File: src/rtl/majority_voter.sv
// Registered TMR majority voter with a dual-implementation self-check,
// per-channel disagreement flags and saturating disagreement counters.
//
// Ports:
//   clk, rst_n              clock (rising edge), async active-low reset
//   x2, x1, x0              redundant input channels, voted per bit
//   clr_cnt                 synchronous clear of all disagreement counters
//   y                       registered majority, sum-of-products form
//   y2                      registered majority, population-count form
//   impl_err                registered flag: y and y2 disagree
//   unanimous               registered flag: all three channels identical
//   ch_fault[2:0]           registered flag per channel: differs from majority
//   fault_cnt0..2           saturating count of cycles each channel was flagged
module majority_voter #(
    parameter int unsigned WIDTH = 1,
    parameter int unsigned CNT_W = 8
) (
    input  logic             clk,
    input  logic             rst_n,
    input  logic [WIDTH-1:0] x2,
    input  logic [WIDTH-1:0] x1,
    input  logic [WIDTH-1:0] x0,
    input  logic             clr_cnt,
    output logic [WIDTH-1:0] y,
    output logic [WIDTH-1:0] y2,
    output logic             impl_err,
    output logic             unanimous,
    output logic [2:0]       ch_fault,
    output logic [CNT_W-1:0] fault_cnt0,
    output logic [CNT_W-1:0] fault_cnt1,
    output logic [CNT_W-1:0] fault_cnt2
);

    localparam logic [CNT_W-1:0] CNT_MAX = '1;

    logic [WIDTH-1:0] maj_sop_c;
    logic [WIDTH-1:0] maj_pop_c;
    logic [2:0]       ch_fault_c;
    logic             unanimous_c;

    logic [WIDTH-1:0] y_q, y2_q;
    logic             impl_err_q, unanimous_q;
    logic [2:0]       ch_fault_q;
    logic [CNT_W-1:0] cnt_q [3];
    logic [CNT_W-1:0] cnt_d [3];

    // Sum-of-products vote.
    assign maj_sop_c = (x2 & x1) | (x2 & x0) | (x1 & x0);

    // Population-count vote: a 2-bit sum per bit; sum >= 2 is its MSB.
    for (genvar b = 0; b < WIDTH; b++) begin : g_pop
        logic [1:0] sum_c;
        assign sum_c        = 2'({1'b0, x2[b]}) + 2'({1'b0, x1[b]}) + 2'({1'b0, x0[b]});
        assign maj_pop_c[b] = sum_c[1];
    end

    assign ch_fault_c[0] = |(x0 ^ maj_sop_c);
    assign ch_fault_c[1] = |(x1 ^ maj_sop_c);
    assign ch_fault_c[2] = |(x2 ^ maj_sop_c);
    assign unanimous_c   = (x2 == x1) && (x1 == x0);

    // Counter next state: clear wins, otherwise saturating increment.
    always_comb begin
        for (int i = 0; i < 3; i++) begin
            cnt_d[i] = cnt_q[i];
            if (clr_cnt) begin
                cnt_d[i] = '0;
            end else if (ch_fault_c[i] && (cnt_q[i] != CNT_MAX)) begin
                cnt_d[i] = cnt_q[i] + CNT_W'(1);
            end
        end
    end

    // Output and counter registers.
    always_ff @(posedge clk or negedge rst_n) begin
        if (!rst_n) begin
            y_q         <= '0;
            y2_q        <= '0;
            impl_err_q  <= 1'b0;
            unanimous_q <= 1'b0;
            ch_fault_q  <= '0;
            for (int i = 0; i < 3; i++) begin
                cnt_q[i] <= '0;
            end
        end else begin
            y_q         <= maj_sop_c;
            y2_q        <= maj_pop_c;
            impl_err_q  <= (maj_sop_c != maj_pop_c);
            unanimous_q <= unanimous_c;
            ch_fault_q  <= ch_fault_c;
            for (int i = 0; i < 3; i++) begin
                cnt_q[i] <= cnt_d[i];
            end
        end
    end

    assign y          = y_q;
    assign y2         = y2_q;
    assign impl_err   = impl_err_q;
    assign unanimous  = unanimous_q;
    assign ch_fault   = ch_fault_q;
    assign fault_cnt0 = cnt_q[0];
    assign fault_cnt1 = cnt_q[1];
    assign fault_cnt2 = cnt_q[2];

endmodule

File: config.mk
export PLATFORM = sky130hd
export DESIGN_NAME = majority_voter
export DESIGN_NICKNAME = d
export VERILOG_FILES = /design/src/rtl/majority_voter.sv
export SDC_FILE = /design/constraint.sdc
export NUM_CORES = 1
export LEC_CHECK = 0
export CORE_MARGIN = 8
export CORE_UTILIZATION = 49
export CTS_CLUSTER_SIZE = 12
export DETAILED_ROUTE_END_ITERATION = 10
export PLACE_DENSITY = 0.79
export SLEW_MARGIN = 10
export SYNTH_ARGS = -nofsm -noshare
export SYNTH_HDL_FRONTEND = slang
export SYNTH_SLANG_ARGS = --single-unit
File: constraint.sdc
create_clock -name clk -period 2.1 [get_ports clk]
set_clock_uncertainty 0.05 [all_clocks]
set_input_delay 0.42 -clock clk [delete_from_list [all_inputs] [get_ports clk]]
set_output_delay 0.42 -clock clk [all_outputs]
set_load 0.005 [all_outputs]
After elaboration in Yosys (flattened, before gate mapping)
Index checks and enable logic that the tools add are counted.
{ "op_classes": {"shift": 0, "magnitude_cmp": 0, "multipliers": 0, "bitwise": 8, "div_mod_pow": 0, "n_reduce_logical": 7, "mux": 6, "eq_ne": 6, "add_sub_neg": 5} }
{ "ops": {"columns": ["operator", "count"], "rows": [
  ["8-bit 2-to-1 mux", 6],
  ["8-bit by 1-bit adder with 8-bit output (second input constant)", 3],
  ["8-bit inequality test (second input constant)", 3],
  ["2-bit nonzero test", 3],
  ["1-bit logical AND", 4],
  ["1-bit AND", 3],
  ["1-bit bitwise XOR", 3],
  ["1-bit by 1-bit adder with 2-bit output", 1],
  ["2-bit by 1-bit adder with 2-bit output", 1],
  ["1-bit == test", 2],
  ["1-bit OR", 2],
  ["1-bit inequality test", 1]
]} }
{ "word_totals": {"out_inout_bits": 31, "latchBits": 0, "mem_count": 0, "ram_bits": 0, "rom_bits": 0, "reg_bits": 31} }

Depth between registers and ports, before layout
{ "depth": {"depth_word": 7, "ltp_mapped": 6, "ltp_nobuf": 5} }

Least setup slack after synthesis
OpenSTA, ideal clock, no wires.
{ "synth_timing": {"path_kind": "input to register", "startpoint": "in x2", "endpoint": "reg cnt_q, in the netlist fault_cnt2[5]", "arrival_time_ns": 1.872, "stages": 5, "setup_ns": 0.128, "slack_ns": 0.050, "t_required_ns": 1.922, "path_cell_list": "ha_1 o31a_1 a211o_4 nor3_1 mux2_1"} }
{ "synth_via": {"elab_chain_len": 6, "word_cells_on_any_way": 7} }
{ "synth_lines": {"columns": ["item", "line_no", "rtl"], "rows": [
  ["from (decl)", "20", "input logic [WIDTH-1:0] x2,"],
  ["1-bit AND", "48", "assign maj_sop_c = (x2 & x1) | (x2 & x0) | (x1 & x0);"],
  ["1-bit OR (2 in series)", "48", null],
  ["1-bit bitwise XOR *", "59", "assign ch_fault_c[2] = |(x2 ^ maj_sop_c);"],
  ["1-bit logical AND *", "68", "end else if (ch_fault_c[i] && (cnt_q[i] != CNT_MAX)) begin"],
  ["2-bit nonzero test (no source line) *", null, null],
  ["to (signal, indexed assignment)", "92", "cnt_q[i] <= cnt_d[i];"],
  ["to (decl)", "44", "logic [CNT_W-1:0] cnt_q [3];"]
]} }
Mark *: on every way between the ends. The rest lies on a longest branch, timed or not.
A chain may end at the register's enable or synchronous reset.

Worst setup path in the final report
{ "layout_timing": {"startpoint": "in x2", "endpoint": "reg cnt_q, in the netlist fault_cnt0[2]"} }
{ "layout_via": {"elab_chain_len": 6, "word_cells_on_any_way": 7} }
{ "layout_lines": {"columns": ["item", "line_no", "rtl"], "rows": [
  ["1-bit AND", "48", null],
  ["1-bit OR * (2 in series)", "48", null],
  ["1-bit bitwise XOR *", "57", "assign ch_fault_c[0] = |(x0 ^ maj_sop_c);"],
  ["1-bit logical AND *", "68", null],
  ["2-bit nonzero test (no source line) *", null, null]
]} }
Marked as above.

==> qor.yml <==
cts:
  cts_buffer_depth: 2
  clkTransAtPathRegs_ns: 0.10
  cts.sinks: 31
  clk_latency_ns: 0.34
  cts_setup_buffers: 0
  cts_max_level: 2
  cts_root_buf: "clkbuf_4"
  cts_hold_buffers: 0
  cts_buffers: 5
  cts_tree: "done"
  post_cts_resize_count: 10
synthesis:
  synth.area.top_cells: "dfrtp_1 49%, ha_1 4.8%, or3_1 4.8%, o21ai_0 4.5%, a21oi_1 4.2%"
  avgSynthCellArea_um2: 10.0
  synth-seq-cells: 31
  netlist_area_mm2: 0.00157
  synth_cell_types: 32
  synthArstFlopShare_pct: 100
  synthMostInstantiatedCell: "dfrtp_1"
  synth_top_area_share_pct: 49.5
  synthTopCellsByCount: "31 x dfrtp_1, 14 x o21ai_0, 13 x a21oi_1, 13 x nor2_1, 12 x or3_1"
  synth_edf_count: 0
  synth_top_area_cell: "dfrtp_1"
  ys.flop_type: "dfrtp_1"
  syn_nets: 168
  yosys_warnings: 0
  syn_inst: 156
  ys_seq_area_share_pct: 49.5
cells_and_area:
  seqCellArea_um2: 776
  utilization_pct: 71.9
  area_growth_pct: 40.1
  layout-drive-gt1-share_pct: 15.5
  finalNetCount: 224
  num-fill-cells: 234
  multi_input_area_um2: 798
  antenna_cells: 0
power:
  p_leak_nw: 0.918
  power_density_mw_per_mm2: 568
  power_mw: 1.25
  vdd_drop_max_uv: 454
run:
  drv_cap: 0
route:
  drtIter0Drc: 87
  vias: 1413
  vias_per_cell: 5.50
  route.detailed.drc: 0
  drt_first_pass_iters: 4
  totalWireLength_um: 3760
  ant_nets: 0
  wl_per_cell_um: 14.6
sta:
  max_freq_mhz: 512
  min_period_ns: 1.95
  hold_violations: 0
  finalSetupViolations: 0
  worstMarginPinSlew_ns: 0.383
  finalCritPeriodShare_pct: 93.0
  finalMaxSlewViolations: 0
  rsz0062_at_grt: "false"
  worst_slew_margin_rel_pct: 74.5
place:
  place_congestion: 0.856
  numPortBuffers: 36
  hpwl_um: 2710
min_path:
  hold_path_class: "input port to asynchronous set/reset pin"
critical_path:
  cp.required_ns: 2.26
  crit_path_top_delay_cell: "or4_1"
  path_max_fanout: 7
  cp_cell_sequence: "dlygate4sd2_1 -> ha_4 -> or4_1 -> o211ai_1 -> clkdlybuf4s15_2 -> or3_1 -> a21oi_1"
  crit_path_end_kind: "register"
  slowest_delay_ns: 0.56
  ff2ff_path_depth: 5
  arrival_ns: 2.12
  worstSetupPathType: "input port to register"
  critPathLaunchType: "input port"
floorplanning:
  initial_utilization_pct: 51.4
  die-area_mm2: 0.00527
  rows: 20
  dieWidth_um: 72.6
  die_h_um: 72.6
  pin_count: 37
  core_area_mm2: 0.00305
global_routing:
  grt_max_degree: 32
  grt_pass1_wl_um: 6290
  grt_overflow: 0
  grt_pass1_vias: 1377
  grt_usage_pct: 15.3
  antenna_found_initial: 0
run_status:
  status: "completed"
==> where the power goes <==
group / switching [mW] / total, mW / internal, mW / leakage (nW)
Combinational: 0.114 / 0.257 / 0.143 / 0.470
Sequential: 0.0301 / 0.660 / 0.629 / 0.413
Clock: 0.206 / 0.330 / 0.124 / 0.0347
==> metrics by stage <==
stage                     cell area, µm²  setup slack [ns]  hold slack, ns  std cells  TNS [ns]
after floorplan                     1570            0.0502          0.0744        156         0
after global placement              2090            -0.408           0.515        248     -7.55
after detailed placement            2090            -0.444           0.544        248     -8.86
after CTS                           2200             0.158           0.423        257         0
after global routing                2200            0.0244           0.454        257         0
final                               2200             0.147           0.418        257         0
==> registers in the layout (all words and copies together), names as in the netlist <==
name        cells
fault_cnt0      8
fault_cnt1      8
fault_cnt2      8
ch_fault        3
impl_err        1
unanimous       1
y               1
y2              1
==> routing by layer <==
| metal | routed length (µm) | share of wire (%) | track usage, % | vias up |
|---|---|---|---|---|
| met5 | 0 | 0 | 0 | - |
| met4 | 72 | 1.9 | 6.67 | 0 |
| met3 | 215 | 5.7 | 5.23 | 9 |
| met2 | 1790 | 48 | 25.0 | 39 |
| met1 | 1680 | 45 | 17.6 | 676 |
| li1 | - | - | - | 689 |
==> layout make-up <==
class / count / share of cell area [%]
well taps: 44 / 2.51
clock buffers: 5 / 1.71
flip-flops and latches: 31 / 35.3
multi-input cells: 115 / 36.4
repair buffers: 54 / 22.6
clock inverters: 3 / 0.684
inverters: 5 / 0.855
==> kinds of logic (layout without fill, tap and decap cells) <==
kind of cell | count (synthesis) | in the layout | synth area share, %
AND/OR/NAND/NOR | 64 | 64 | 23.1
adder cells (fa/ha/maj) | 6 | 6 | 4.79
XOR/XNOR | 3 | 3 | 1.68
buffers and inverters | 10 | 67 | 2.55
multiplexers | 7 | 7 | 4.55
flip-flops | 31 | 31 | 49.5
AO/OA/AOI/OAI | 35 | 35 | 13.8
==> path summary, 6_finish.rpt <==
| check | start | slack (ns) | endpoint |
|---|---|---|---|
| worst max-delay path | x2 | 0.15 | fault_cnt0[2]$_DFFE_PN0P_ |
| worst min-delay path | rst_n | 0.42 | fault_cnt0[6]$_DFFE_PN0P_ |
| worst max register to register | fault_cnt2[0]$_DFFE_PN0P_ | 0.20 | fault_cnt2[5]$_DFFE_PN0P_ |
| max in group asynchronous | rst_n | 1.30 | fault_cnt0[1]$_DFFE_PN0P_ |
| min in group clk | x0 | 0.55 | unanimous$_DFF_PN0_ |
| worst min register to register | fault_cnt0[7]$_DFFE_PN0P_ | 0.56 | fault_cnt0[7]$_DFFE_PN0P_ |
==> cell usage in the layout, fill, tap and decap left out, types with 3 or more instances in the layout <==
cell type / instances
ha_4: 3
dfrtp_1: 31
nand3_1: 11
nor2_1: 13
a21oi_1: 13
and2_1: 4
clkdlybuf4s50_1: 33
ha_1: 3
clkbuf_4: 5
nand4_1: 5
inv_1: 5
or3_1: 12
o21ai_0: 14
clkinv_2: 3
buf_4: 17
xor2_1: 3
mux2i_1: 6
dlygate4sd2_1: 3
and3_1: 3
==> worst max-delay path: cells and delay by family <==
family	cells	cell delay [ns]
AO/OA/AOI/OAI	2	0.21
AND/OR/NAND/NOR	2	0.67
adder cells (fa/ha/maj)	1	0.22
buffers and inverters	2	0.59
Note: power is estimated with default switching activity, not from simulation.
